`config.mk`:
```
export PLATFORM = sky130hd
export DESIGN_NAME = ysyx_bus_arb_flat
export DESIGN_NICKNAME = d
export VERILOG_FILES = /design/src/rtl/ysyx_bus_arb_if.sv /design/src/rtl/ysyx_bus_arb.sv /design/src/flat_wrapper.sv
export SDC_FILE = /design/constraint.sdc
export NUM_CORES = 1
export LEC_CHECK = 0
export ABC_AREA = 1
export BUFFER_PORTS_ARGS = -buffer_cell sky130_fd_sc_hd__clkbuf_2
export CORE_AREA = 2 2 137 139
export CTS_BUF_LIST = sky130_fd_sc_hd__clkbuf_8
export CTS_CLUSTER_DIAMETER = 150
export CTS_CLUSTER_SIZE = 24
export DETAILED_ROUTE_END_ITERATION = 16
export DIE_AREA = 0 0 139 141
export PLACE_DENSITY = 0.54
export SLEW_MARGIN = 20
export SYNTH_ARGS = -nofsm -noshare
export SYNTH_HDL_FRONTEND = slang
export SYNTH_SLANG_ARGS = --single-unit
```
`constraint.sdc`:
```
create_clock -name clk -period 5.3 [get_ports clk]
set_input_delay 1.06 -clock clk [delete_from_list [all_inputs] [get_ports clk]]
set_output_delay 1.06 -clock clk [all_outputs]
set_load 0.05 [all_outputs]
```
`src/rtl/ysyx_bus_arb_if.sv`:
```
// Core-side AXI4-lite style master port shared by the IFU and LSU.
interface ysyx_bus_arb_if #(
   parameter int DATA_W = 32
);
   logic [DATA_W-1:0]   araddr;
   logic                arvalid;
   logic                arready;
   logic [DATA_W-1:0]   rdata;
   logic [1:0]          rresp;
   logic                rvalid;
   logic                rready;
   logic [DATA_W-1:0]   awaddr;
   logic                awvalid;
   logic                awready;
   logic [DATA_W-1:0]   wdata;
   logic [DATA_W/8-1:0] wstrb;
   logic                wvalid;
   logic                wready;
   logic [1:0]          bresp;
   logic                bvalid;
   logic                bready;

   modport master (
      output araddr, arvalid, rready, awaddr, awvalid, wdata, wstrb, wvalid, bready,
      input  arready, rdata, rresp, rvalid, awready, wready, bresp, bvalid
   );

   modport slave (
      input  araddr, arvalid, rready, awaddr, awvalid, wdata, wstrb, wvalid, bready,
      output arready, rdata, rresp, rvalid, awready, wready, bresp, bvalid
   );
endinterface

```
`src/rtl/ysyx_bus_arb.sv`:
```
// IFU/LSU arbiter for the single core memory master port: one transaction
// in flight, IFU refill lock, LSU priority and a response watchdog.
module ysyx_bus_arb #(
   parameter int DATA_W  = 32,
   parameter int TIMEOUT = 1023
) (
   input  logic                clk,
   input  logic                rst,
   input  logic [DATA_W-1:0]   ifu_araddr,
   input  logic                ifu_arvalid,
   input  logic                ifu_required,
   output logic [DATA_W-1:0]   ifu_rdata_o,
   output logic                ifu_rvalid_o,
   input  logic [DATA_W-1:0]   lsu_araddr,
   input  logic                lsu_arvalid,
   input  logic [DATA_W-1:0]   lsu_awaddr,
   input  logic                lsu_awvalid,
   input  logic [DATA_W-1:0]   lsu_wdata,
   input  logic [DATA_W/8-1:0] lsu_wstrb,
   output logic [DATA_W-1:0]   lsu_rdata_o,
   output logic                lsu_rvalid_o,
   output logic                lsu_bvalid_o,
   ysyx_bus_arb_if.master      bus,
   output logic                bus_err_o
);

   localparam logic [2:0] S_IDLE   = 3'd0;
   localparam logic [2:0] S_IFU_AR = 3'd1;
   localparam logic [2:0] S_IFU_R  = 3'd2;
   localparam logic [2:0] S_LSU_AR = 3'd3;
   localparam logic [2:0] S_LSU_R  = 3'd4;
   localparam logic [2:0] S_LSU_W  = 3'd5;
   localparam logic [2:0] S_LSU_B  = 3'd6;

   localparam int unsigned WD_W = (TIMEOUT > 0) ? $clog2(TIMEOUT + 1) : 1;

   logic [2:0]          state_q, state_d;
   logic                lock_q, lock_d;
   logic [WD_W-1:0]     wdog_q, wdog_d;
   logic [DATA_W-1:0]   addr_q, addr_d;
   logic [DATA_W-1:0]   wdata_q, wdata_d;
   logic [DATA_W/8-1:0] wstrb_q, wstrb_d;
   logic                aw_done_q, aw_done_d;
   logic                w_done_q, w_done_d;
   logic                err_q, err_d;
   logic                timeout;

   assign timeout   = (TIMEOUT != 0) && (wdog_q == WD_W'(TIMEOUT));
   assign bus_err_o = err_q;

   // Grant, channel sequencing, completion pulses, lock and watchdog.
   always_comb begin
      state_d      = state_q;
      lock_d       = lock_q & ifu_required;
      addr_d       = addr_q;
      wdata_d      = wdata_q;
      wstrb_d      = wstrb_q;
      aw_done_d    = aw_done_q;
      w_done_d     = w_done_q;
      err_d        = err_q;
      ifu_rdata_o  = '0;
      ifu_rvalid_o = 1'b0;
      lsu_rdata_o  = '0;
      lsu_rvalid_o = 1'b0;
      lsu_bvalid_o = 1'b0;
      bus.araddr   = addr_q;
      bus.arvalid  = 1'b0;
      bus.rready   = 1'b0;
      bus.awaddr   = addr_q;
      bus.awvalid  = 1'b0;
      bus.wdata    = wdata_q;
      bus.wstrb    = wstrb_q;
      bus.wvalid   = 1'b0;
      bus.bready   = 1'b0;

      if (state_q != S_IDLE && timeout) begin
         // Abort: all bus handshakes drop, owner gets a zero-data completion.
         err_d   = 1'b1;
         lock_d  = 1'b0;
         state_d = S_IDLE;
         case (state_q)
            S_IFU_AR, S_IFU_R: ifu_rvalid_o = 1'b1;
            S_LSU_AR, S_LSU_R: lsu_rvalid_o = 1'b1;
            default:           lsu_bvalid_o = 1'b1;
         endcase
      end else begin
         case (state_q)
            S_IDLE: begin
               if (lock_q && ifu_arvalid) begin
                  state_d = S_IFU_AR;
                  addr_d  = ifu_araddr;
               end else if (lock_q && ifu_required) begin
                  state_d = S_IDLE;
               end else if (lsu_awvalid) begin
                  state_d   = S_LSU_W;
                  addr_d    = lsu_awaddr;
                  wdata_d   = lsu_wdata;
                  wstrb_d   = lsu_wstrb;
                  aw_done_d = 1'b0;
                  w_done_d  = 1'b0;
               end else if (lsu_arvalid) begin
                  state_d = S_LSU_AR;
                  addr_d  = lsu_araddr;
               end else if (ifu_arvalid) begin
                  state_d = S_IFU_AR;
                  addr_d  = ifu_araddr;
               end
            end
            S_IFU_AR, S_LSU_AR: begin
               bus.arvalid = 1'b1;
               if (bus.arready) state_d = (state_q == S_IFU_AR) ? S_IFU_R : S_LSU_R;
            end
            S_IFU_R, S_LSU_R: begin
               bus.rready = 1'b1;
               if (bus.rvalid) begin
                  state_d = S_IDLE;
                  if (bus.rresp != 2'b00) err_d = 1'b1;
                  if (state_q == S_IFU_R) begin
                     ifu_rdata_o  = bus.rdata;
                     ifu_rvalid_o = 1'b1;
                     lock_d       = ifu_required;
                  end else begin
                     lsu_rdata_o  = bus.rdata;
                     lsu_rvalid_o = 1'b1;
                  end
               end
            end
            S_LSU_W: begin
               // AW and W complete independently; move on once both are done.
               bus.awvalid = !aw_done_q;
               bus.wvalid  = !w_done_q;
               aw_done_d   = aw_done_q | bus.awready;
               w_done_d    = w_done_q | bus.wready;
               if (aw_done_d && w_done_d) state_d = S_LSU_B;
            end
            S_LSU_B: begin
               bus.bready = 1'b1;
               if (bus.bvalid) begin
                  lsu_bvalid_o = 1'b1;
                  state_d      = S_IDLE;
                  if (bus.bresp != 2'b00) err_d = 1'b1;
               end
            end
            default: state_d = S_IDLE;
         endcase
      end

      if (state_d != state_q || state_q == S_IDLE) wdog_d = '0;
      else                                         wdog_d = wdog_q + 1'b1;
   end

   // State registers with synchronous reset.
   always_ff @(posedge clk) begin
      if (rst) begin
         state_q   <= S_IDLE;
         lock_q    <= 1'b0;
         wdog_q    <= '0;
         addr_q    <= '0;
         wdata_q   <= '0;
         wstrb_q   <= '0;
         aw_done_q <= 1'b0;
         w_done_q  <= 1'b0;
         err_q     <= 1'b0;
      end else begin
         state_q   <= state_d;
         lock_q    <= lock_d;
         wdog_q    <= wdog_d;
         addr_q    <= addr_d;
         wdata_q   <= wdata_d;
         wstrb_q   <= wstrb_d;
         aw_done_q <= aw_done_d;
         w_done_q  <= w_done_d;
         err_q     <= err_d;
      end
   end

endmodule

```
`src/flat_wrapper.sv`:
```
// flat-port wrapper written by rule: the top's interface ports become plain ports
module ysyx_bus_arb_flat 
#(
   parameter int DATA_W  = 32,
   parameter int TIMEOUT = 1023
)
  (clk, rst, ifu_araddr, ifu_arvalid, ifu_required, ifu_rdata_o, ifu_rvalid_o, lsu_araddr, lsu_arvalid, lsu_awaddr, lsu_awvalid, lsu_wdata, lsu_wstrb, lsu_rdata_o, lsu_rvalid_o, lsu_bvalid_o, bus_err_o, bus_araddr, bus_arvalid, bus_rready, bus_awaddr, bus_awvalid, bus_wdata, bus_wstrb, bus_wvalid, bus_bready, bus_arready, bus_rdata, bus_rresp, bus_rvalid, bus_awready, bus_wready, bus_bresp, bus_bvalid);
  ysyx_bus_arb_if #(.DATA_W(DATA_W)) bus_i ();
  input  logic clk;
  input  logic rst;
  input  logic [DATA_W-1:0] ifu_araddr;
  input  logic ifu_arvalid;
  input  logic ifu_required;
  output logic [DATA_W-1:0] ifu_rdata_o;
  output logic ifu_rvalid_o;
  input  logic [DATA_W-1:0] lsu_araddr;
  input  logic lsu_arvalid;
  input  logic [DATA_W-1:0] lsu_awaddr;
  input  logic lsu_awvalid;
  input  logic [DATA_W-1:0] lsu_wdata;
  input  logic [DATA_W/8-1:0] lsu_wstrb;
  output logic [DATA_W-1:0] lsu_rdata_o;
  output logic lsu_rvalid_o;
  output logic lsu_bvalid_o;
  output logic bus_err_o;
  output wire logic [$bits(bus_i.araddr)-1:0] bus_araddr;
  output wire logic [$bits(bus_i.arvalid)-1:0] bus_arvalid;
  output wire logic [$bits(bus_i.rready)-1:0] bus_rready;
  output wire logic [$bits(bus_i.awaddr)-1:0] bus_awaddr;
  output wire logic [$bits(bus_i.awvalid)-1:0] bus_awvalid;
  output wire logic [$bits(bus_i.wdata)-1:0] bus_wdata;
  output wire logic [$bits(bus_i.wstrb)-1:0] bus_wstrb;
  output wire logic [$bits(bus_i.wvalid)-1:0] bus_wvalid;
  output wire logic [$bits(bus_i.bready)-1:0] bus_bready;
  input wire logic [$bits(bus_i.arready)-1:0] bus_arready;
  input wire logic [$bits(bus_i.rdata)-1:0] bus_rdata;
  input wire logic [$bits(bus_i.rresp)-1:0] bus_rresp;
  input wire logic [$bits(bus_i.rvalid)-1:0] bus_rvalid;
  input wire logic [$bits(bus_i.awready)-1:0] bus_awready;
  input wire logic [$bits(bus_i.wready)-1:0] bus_wready;
  input wire logic [$bits(bus_i.bresp)-1:0] bus_bresp;
  input wire logic [$bits(bus_i.bvalid)-1:0] bus_bvalid;
  assign bus_araddr = bus_i.araddr;
  assign bus_arvalid = bus_i.arvalid;
  assign bus_rready = bus_i.rready;
  assign bus_awaddr = bus_i.awaddr;
  assign bus_awvalid = bus_i.awvalid;
  assign bus_wdata = bus_i.wdata;
  assign bus_wstrb = bus_i.wstrb;
  assign bus_wvalid = bus_i.wvalid;
  assign bus_bready = bus_i.bready;
  assign bus_i.arready = bus_arready;
  assign bus_i.rdata = bus_rdata;
  assign bus_i.rresp = bus_rresp;
  assign bus_i.rvalid = bus_rvalid;
  assign bus_i.awready = bus_awready;
  assign bus_i.wready = bus_wready;
  assign bus_i.bresp = bus_bresp;
  assign bus_i.bvalid = bus_bvalid;
  ysyx_bus_arb #(.DATA_W(DATA_W), .TIMEOUT(TIMEOUT)) u_core (.clk(clk), .rst(rst), .ifu_araddr(ifu_araddr), .ifu_arvalid(ifu_arvalid), .ifu_required(ifu_required), .ifu_rdata_o(ifu_rdata_o), .ifu_rvalid_o(ifu_rvalid_o), .lsu_araddr(lsu_araddr), .lsu_arvalid(lsu_arvalid), .lsu_awaddr(lsu_awaddr), .lsu_awvalid(lsu_awvalid), .lsu_wdata(lsu_wdata), .lsu_wstrb(lsu_wstrb), .lsu_rdata_o(lsu_rdata_o), .lsu_rvalid_o(lsu_rvalid_o), .lsu_bvalid_o(lsu_bvalid_o), .bus(bus_i), .bus_err_o(bus_err_o));
endmodule
```
==> flow_summary.yaml, run 1 <==
outcome:
  status: "finished, final reports clean"
yosys:
  synth-edff-count: 0
  async_reset_ff_share_pct: 0
  seq_area_frac_synth_pct: 36.4
  synth_ff_type: "dfxtp_1"
  syn_area_sq_um: 4680
  yosysUniqueCellTypes: 31
  yosysWarnings: 0
  synthCells: 717
  synth.avg_cell_area_sq_um: 6.52
  ys_ff_latch: 85
  synth_fp_nets: 897
route:
  drtIter0Drc: 271
  drt_wl_total_mm: 16.7
  wl_per_cell_um: 13.4
  avgViaCountPerCell: 4.36
  ant_nets: 0
  firstDrtPassIters: 5
  drc: 0
  num_vias: 5422
timing:
  finalSetupTns_ns: 0
  fin_skew_ns: 0.0144
  fmax_mhz: 265
  slew_headroom_pct: 34.5
  finalHoldViolCount: 0
  setup_viol: 0
  period_share_pct: 71.3
  max_slew.worst_pin.slew_ns: 0.980
  slew_viol_final: 0
  rsz0062_at_grt: "false"
  finalCriticalPeriod_ns: 3.78
clock_network:
  postCtsHoldBufs: 0
  cts-resized-gates: 0
  insertion_delay_ns: 0.37
  post-cts-setup-buffers: 0
  ctsRootBufferMaster: "clkbuf_8"
  htree_levels: 3
  cts_tree: "yes"
  clk_pin_slew_worst_paths_ns: 0.10
  cts.sink_count: 85
  clk_path_buf_depth: 2
  numCtsBuffers: 9
pwr:
  powerDensity_nw_per_um2: 488
  ir_worst_vdd_v: 0.000268
  p_leak_nw: 3.61
  power.total_mw: 3.16
final_layout:
  mostFrequentLayoutCell: "clkbuf_2"
  final_cell_area_sq_um: 6490
  antenna_cells: 0
  seq_area_sq_um: 1700
  final_cell_mix: "351 x clkbuf_2, 155 x nor2_1, 104 x nand2_1"
  fin_cells: 1245
  nets: 1186
  drive_above_1_share_pct: 40.5
  multi_input_area_sq_um: 2290
  area_growth_syn_to_layout_pct: 38.7
  fill_cells: 2050
floorplanning:
  dieArea_sq_um: 19600
  num_rows: 50
  dieWidth_um: 139
  die_h_um: 141
  start_util_pct: 25.6
  pin_count: 352
  core_sq_um: 18300
setup_path:
  cp-start-kind: "register"
  arrival_ns: 2.72
  crit_path_start: "u_core.wdog_q[0]"
  critical_path_class: "register to output pin"
  rr_worst_depth: 11
  rr_endpoint: "u_core.wdog_q[6]"
  required_ns: 4.24
  critPathMaxFanout: 33
  regToRegStartpoint: "u_core.state_q[1]"
  r2r_slack_ns: 3.02
  cp-end-kind: "output pin"
global_route:
  grt_pass1_wl_mm: 25.8
  grt_max_degree: 70
  grt_overflow_total: 0
  grt_pass1_vias: 4871
  antenna_found_initial: 1
  grt_util_all_layers_pct: 16.3
placed_design:
  dpl-instance-area_sq_um: 6310
  port_buffers: 351
  gp_congestion: 0.815
  dp_hpwl_mm: 12.7
  dp.cells: 1229
min_path:
  hold_class: "register to register"
  holdPathStages: 2
  hold_path.startpoint: "u_core.bus_err_o"
  min_to: "u_core.bus_err_o"
flow_run:
  cap_violations: 0
==> worst max-delay path, cell delays in order, from the launching register on <==
cell,delay [ns]
dfxtp_1,0.38
ha_1,0.19
nand2_1,0.11
nor2_4,0.14
nand4_2,0.30
nand2_1,0.84
nand2_1,0.12
clkbuf_2,0.27
==> registers in the layout, indices dropped and copies added (netlist names) <==
name,cells
u_core.bus.araddr,32
u_core.bus.wdata,32
u_core.wdog_q,10
u_core.bus.wstrb,4
u_core.state_q,3
u_core.aw_done_q,1
u_core.bus_err_o,1
u_core.lock_q,1
u_core.w_done_q,1
==> Yosys cell counts (all sizes together), types with 2 or more instances <==
master | count | area share (%)
xnor2 | 5 | 0.94
nor2 | 172 | 15
inv | 65 | 5.2
o21ai | 104 | 11
nand2 | 108 | 9.0
nand3 | 49 | 5.9
nor3 | 4 | 0.43
xor2 | 3 | 0.56
clkbuf | 21 | 1.7
a21oi | 39 | 4.3
dfxtp | 85 | 36
nand4 | 2 | 0.40
buf | 55 | 7.9
==> kinds of logic (layout without fill, tap and decap cells) <==
kind of cell | Yosys count | in the layout | share of synthesized area [%]
xor+xnor | 8 | 8 | 1.50
buf+inv | 141 | 435 | 14.8
simple gates | 335 | 335 | 30.9
flops | 85 | 85 | 36.4
compound gates | 147 | 147 | 16.1
fa+ha+maj | 1 | 1 | 0.267
==> power breakdown <==
| group | leakage (nW) | internal, mW | switching [mW] | total (mW) |
|---|---|---|---|---|
| logic | 2.81 | 0.378 | 1.44 | 1.82 |
| registers | 0.701 | 0.793 | 0.115 | 0.908 |
| clock network | 0.0977 | 0.177 | 0.261 | 0.439 |
| total | 3.61 | 1.35 | 1.82 | 3.16 |
==> metal layers <==
metal / vias up / GRT usage (%) / routed length (um)
li1: 2822 / - / -
met1: 2389 / 20.7 / 7310
met2: 190 / 27.7 / 8090
met3: 19 / 4.35 / 1030
met4: 2 / 4.09 / 229
met5: - / 0 / 8
==> cell type report <==
cell class                 count  area share (%)
sequential                    85            26.2
multi-input combinational    491            35.3
clock inverter                 7           0.848
tap                          234            4.51
inverter                      65            3.78
timing repair buffer         354            27.4
clock buffer                   9            1.91
==> how the worst max path moves through the flow <==
stage	cells after the start	end
after global routing	7	ifu_rdata_o[21]
after detailed placement	6	ifu_rdata_o[26]
after CTS	7	ifu_rvalid_o
after global placement	6	ifu_rdata_o[17]
after floorplan	5	ifu_rdata_o[22]
final	7	ifu_rvalid_o
==> through the flow <==
| stage | util [%] | hold slack (ns) | worst slack [ns] |
|---|---|---|---|
| after floorplan | - | 0.428 | 2.07 |
| after global placement | 34.5 | 0.440 | 1.80 |
| after detailed placement | 34.5 | 0.449 | 1.70 |
| after CTS | 35.5 | 0.464 | 1.47 |
| after global routing | 35.5 | 0.487 | 1.20 |
| final | 35.5 | 0.462 | 1.52 |
(Power assumes the default switching activity.)
==> run 2: changes to the inputs <==
==> constraint.sdc (replaced) <==
create_clock -name clk -period 3.65 [get_ports clk]
set_input_delay 0.73 -clock clk [delete_from_list [all_inputs] [get_ports clk]]
set_output_delay 0.73 -clock clk [all_outputs]
set_load 0.05 [all_outputs]
==> run 2 against run 1 <==
Clock power up 42%. Total power increased by 45%. Cell count up 0.24%. Global-route usage is 0.33 points lower. Largest power group unchanged. Combinational power increased by 46%. Non-clock buffer count up 4. Highest routed layer unchanged. Final area grew 0.52%. Sequential share of layout area is 0.14 points lower.
==> flow_summary.yaml, run 2 (synthesized netlist as in run 1, its figures left out) <==
outcome:
  status: "finished, final reports clean"
route:
  firstDrtPassIters: 5
  drt_wl_total_mm: 16.6
  wl_per_cell_um: 13.3
  drc: 0
  ant_nets: 0
  drtIter0Drc: 295
  num_vias: 5401
  avgViaCountPerCell: 4.33
final_layout:
  fill_cells: 2049
  area_growth_syn_to_layout_pct: 39.4
  antenna_cells: 0
  nets: 1190
  fin_cells: 1248
  mostFrequentLayoutCell: "clkbuf_2"
  final_cell_mix: "351 x clkbuf_2, 155 x nor2_1, 104 x nand2_1"
  drive_above_1_share_pct: 40.7
  fin_util_pct: 35.7
  final_cell_area_sq_um: 6520
placed_design:
  dpl-instance-area_sq_um: 6350
  port_buffers: 351
  dp_hpwl_mm: 12.7
  place_ws_ns: 0.734
  gp_congestion: 0.885
  dp.cells: 1233
setup_path:
  regToRegStartpoint: "u_core.state_q[1]"
  critical_path_class: "register to output pin"
  arrival_ns: 2.57
  r2r_slack_ns: 1.43
  cp-end-kind: "output pin"
  cp-start-kind: "register"
  rr_worst_depth: 7
  rr_endpoint: "u_core.bus.araddr[3]"
  critPathMaxFanout: 33
  required_ns: 2.92
timing:
  finalCriticalPeriod_ns: 3.30
  rsz0062_at_grt: "false"
  max_slew.worst_pin.slew_ns: 0.932
  slew_viol_final: 0
  slew_headroom_pct: 37.9
  period_share_pct: 90.4
  fmax_mhz: 303
  finalHoldViolCount: 0
  fin_skew_ns: 0.00882
  setup_viol: 0
  finalSetupTns_ns: 0
  worst_slack_ns: 0.350
  whs_ns: 0.463
min_path:
  min_to: "u_core.bus_err_o"
  holdPathStages: 2
  hold_class: "register to register"
  hold_path.startpoint: "u_core.bus_err_o"
global_route:
  antenna_found_initial: 2
  grt_pass1_wl_mm: 25.4
  grt_util_all_layers_pct: 16.0
  grt_overflow_total: 0
  grt_pass1_vias: 4772
  grt_max_degree: 70
pwr:
  power.total_mw: 4.59
  power_frac_seq_pct: 28.7
  p_switching_mw: 2.63
  p_leak_nw: 3.61
  ir_worst_vdd_v: 0.000325
  p_int_mw: 1.96
  combPwrFrac_pct: 57.7
  clock_power_share_pct: 13.6
  powerDensity_nw_per_um2: 704
  switching_share_pct: 57.3
floorplanning:
  start_util_pct: 25.6
  pin_count: 352
  dieArea_sq_um: 19600
  dieWidth_um: 139
  num_rows: 50
  core_sq_um: 18300
  die_h_um: 141
clock_network:
  cts.sink_count: 85
  clk_path_buf_depth: 2
  cts_tree: "yes"
  numCtsBuffers: 9
  ctsRootBufferMaster: "clkbuf_8"
  postCtsHoldBufs: 0
  clk_pin_slew_worst_paths_ns: 0.09
  htree_levels: 3
  cts-resized-gates: 0
  insertion_delay_ns: 0.36
  post-cts-setup-buffers: 0
flow_run:
  cap_violations: 0
## run 2: changes by cell type in the layout (fill, tap and decap cells not counted), sizes merged
| cell | before | now |
|---|---|---|
| clkinvlp | 0 | 2 |
| buf | 3 | 7 |
| inv | 69 | 67 |
| clkinv | 3 | 2 |
## run 2: power groups by stage
stage | Clock (mW) | Combinational (mW) | Sequential, mW
CTS | 0.661 | 2.67 | 1.32
global placement | 0 | 2.67 | 1.33
detailed placement | 0 | 2.67 | 1.34
floorplan | 0 | 1.52 | 2.01
global route | 0.691 | 2.83 | 1.35
finish | 0.623 | 2.65 | 1.32
## run 2: area by class of cell
class                      instances  area [sq um]  area share (%)
sequential                        85          1700            26.1
clock buffer                       9           124            1.90
timing repair buffer             358          1820            27.9
clock inverter                     6          46.3           0.710
tap                              234           293            4.49
multi-input combinational        491          2290            35.1
inverter                          65           245            3.76
## run 2: worst max-delay path by stage
stage / startpoint / endpoint / slack [ns] / depth (start not counted)
finish: u_core.wdog_q[0] / lsu_rvalid_o / 0.35 / 10
detailed placement: u_core.wdog_q[0] / lsu_rvalid_o / 0.73 / 10
floorplan: u_core.wdog_q[0] / lsu_rvalid_o / 0.76 / 6
CTS: u_core.wdog_q[0] / lsu_rvalid_o / 0.32 / 10
global route: u_core.wdog_q[0] / lsu_rdata_o[1] / 0.08 / 10
global placement: u_core.wdog_q[0] / lsu_rvalid_o / 0.83 / 10
## run 2: per-layer routing
metal / vias to the layer above / GRT usage [%] / routed length [um]
li1: 2823 / - / -
met1: 2374 / 20.3 / 7290
met2: 185 / 27.5 / 8130
met3: 15 / 4.21 / 1000
met4: 4 / 3.46 / 168
met5: - / 0 / 27
## run 2: critical path, cell delays in order, from the launching register on
cell	delay, ns
dfxtp_1	0.34
ha_1	0.23
nand2_1	0.14
nor2_4	0.06
nand4_2	0.08
buf_4	0.18
nand2_1	0.08
inv_2	0.07
nand3_2	0.43
o21ai_0	0.27
clkbuf_2	0.32
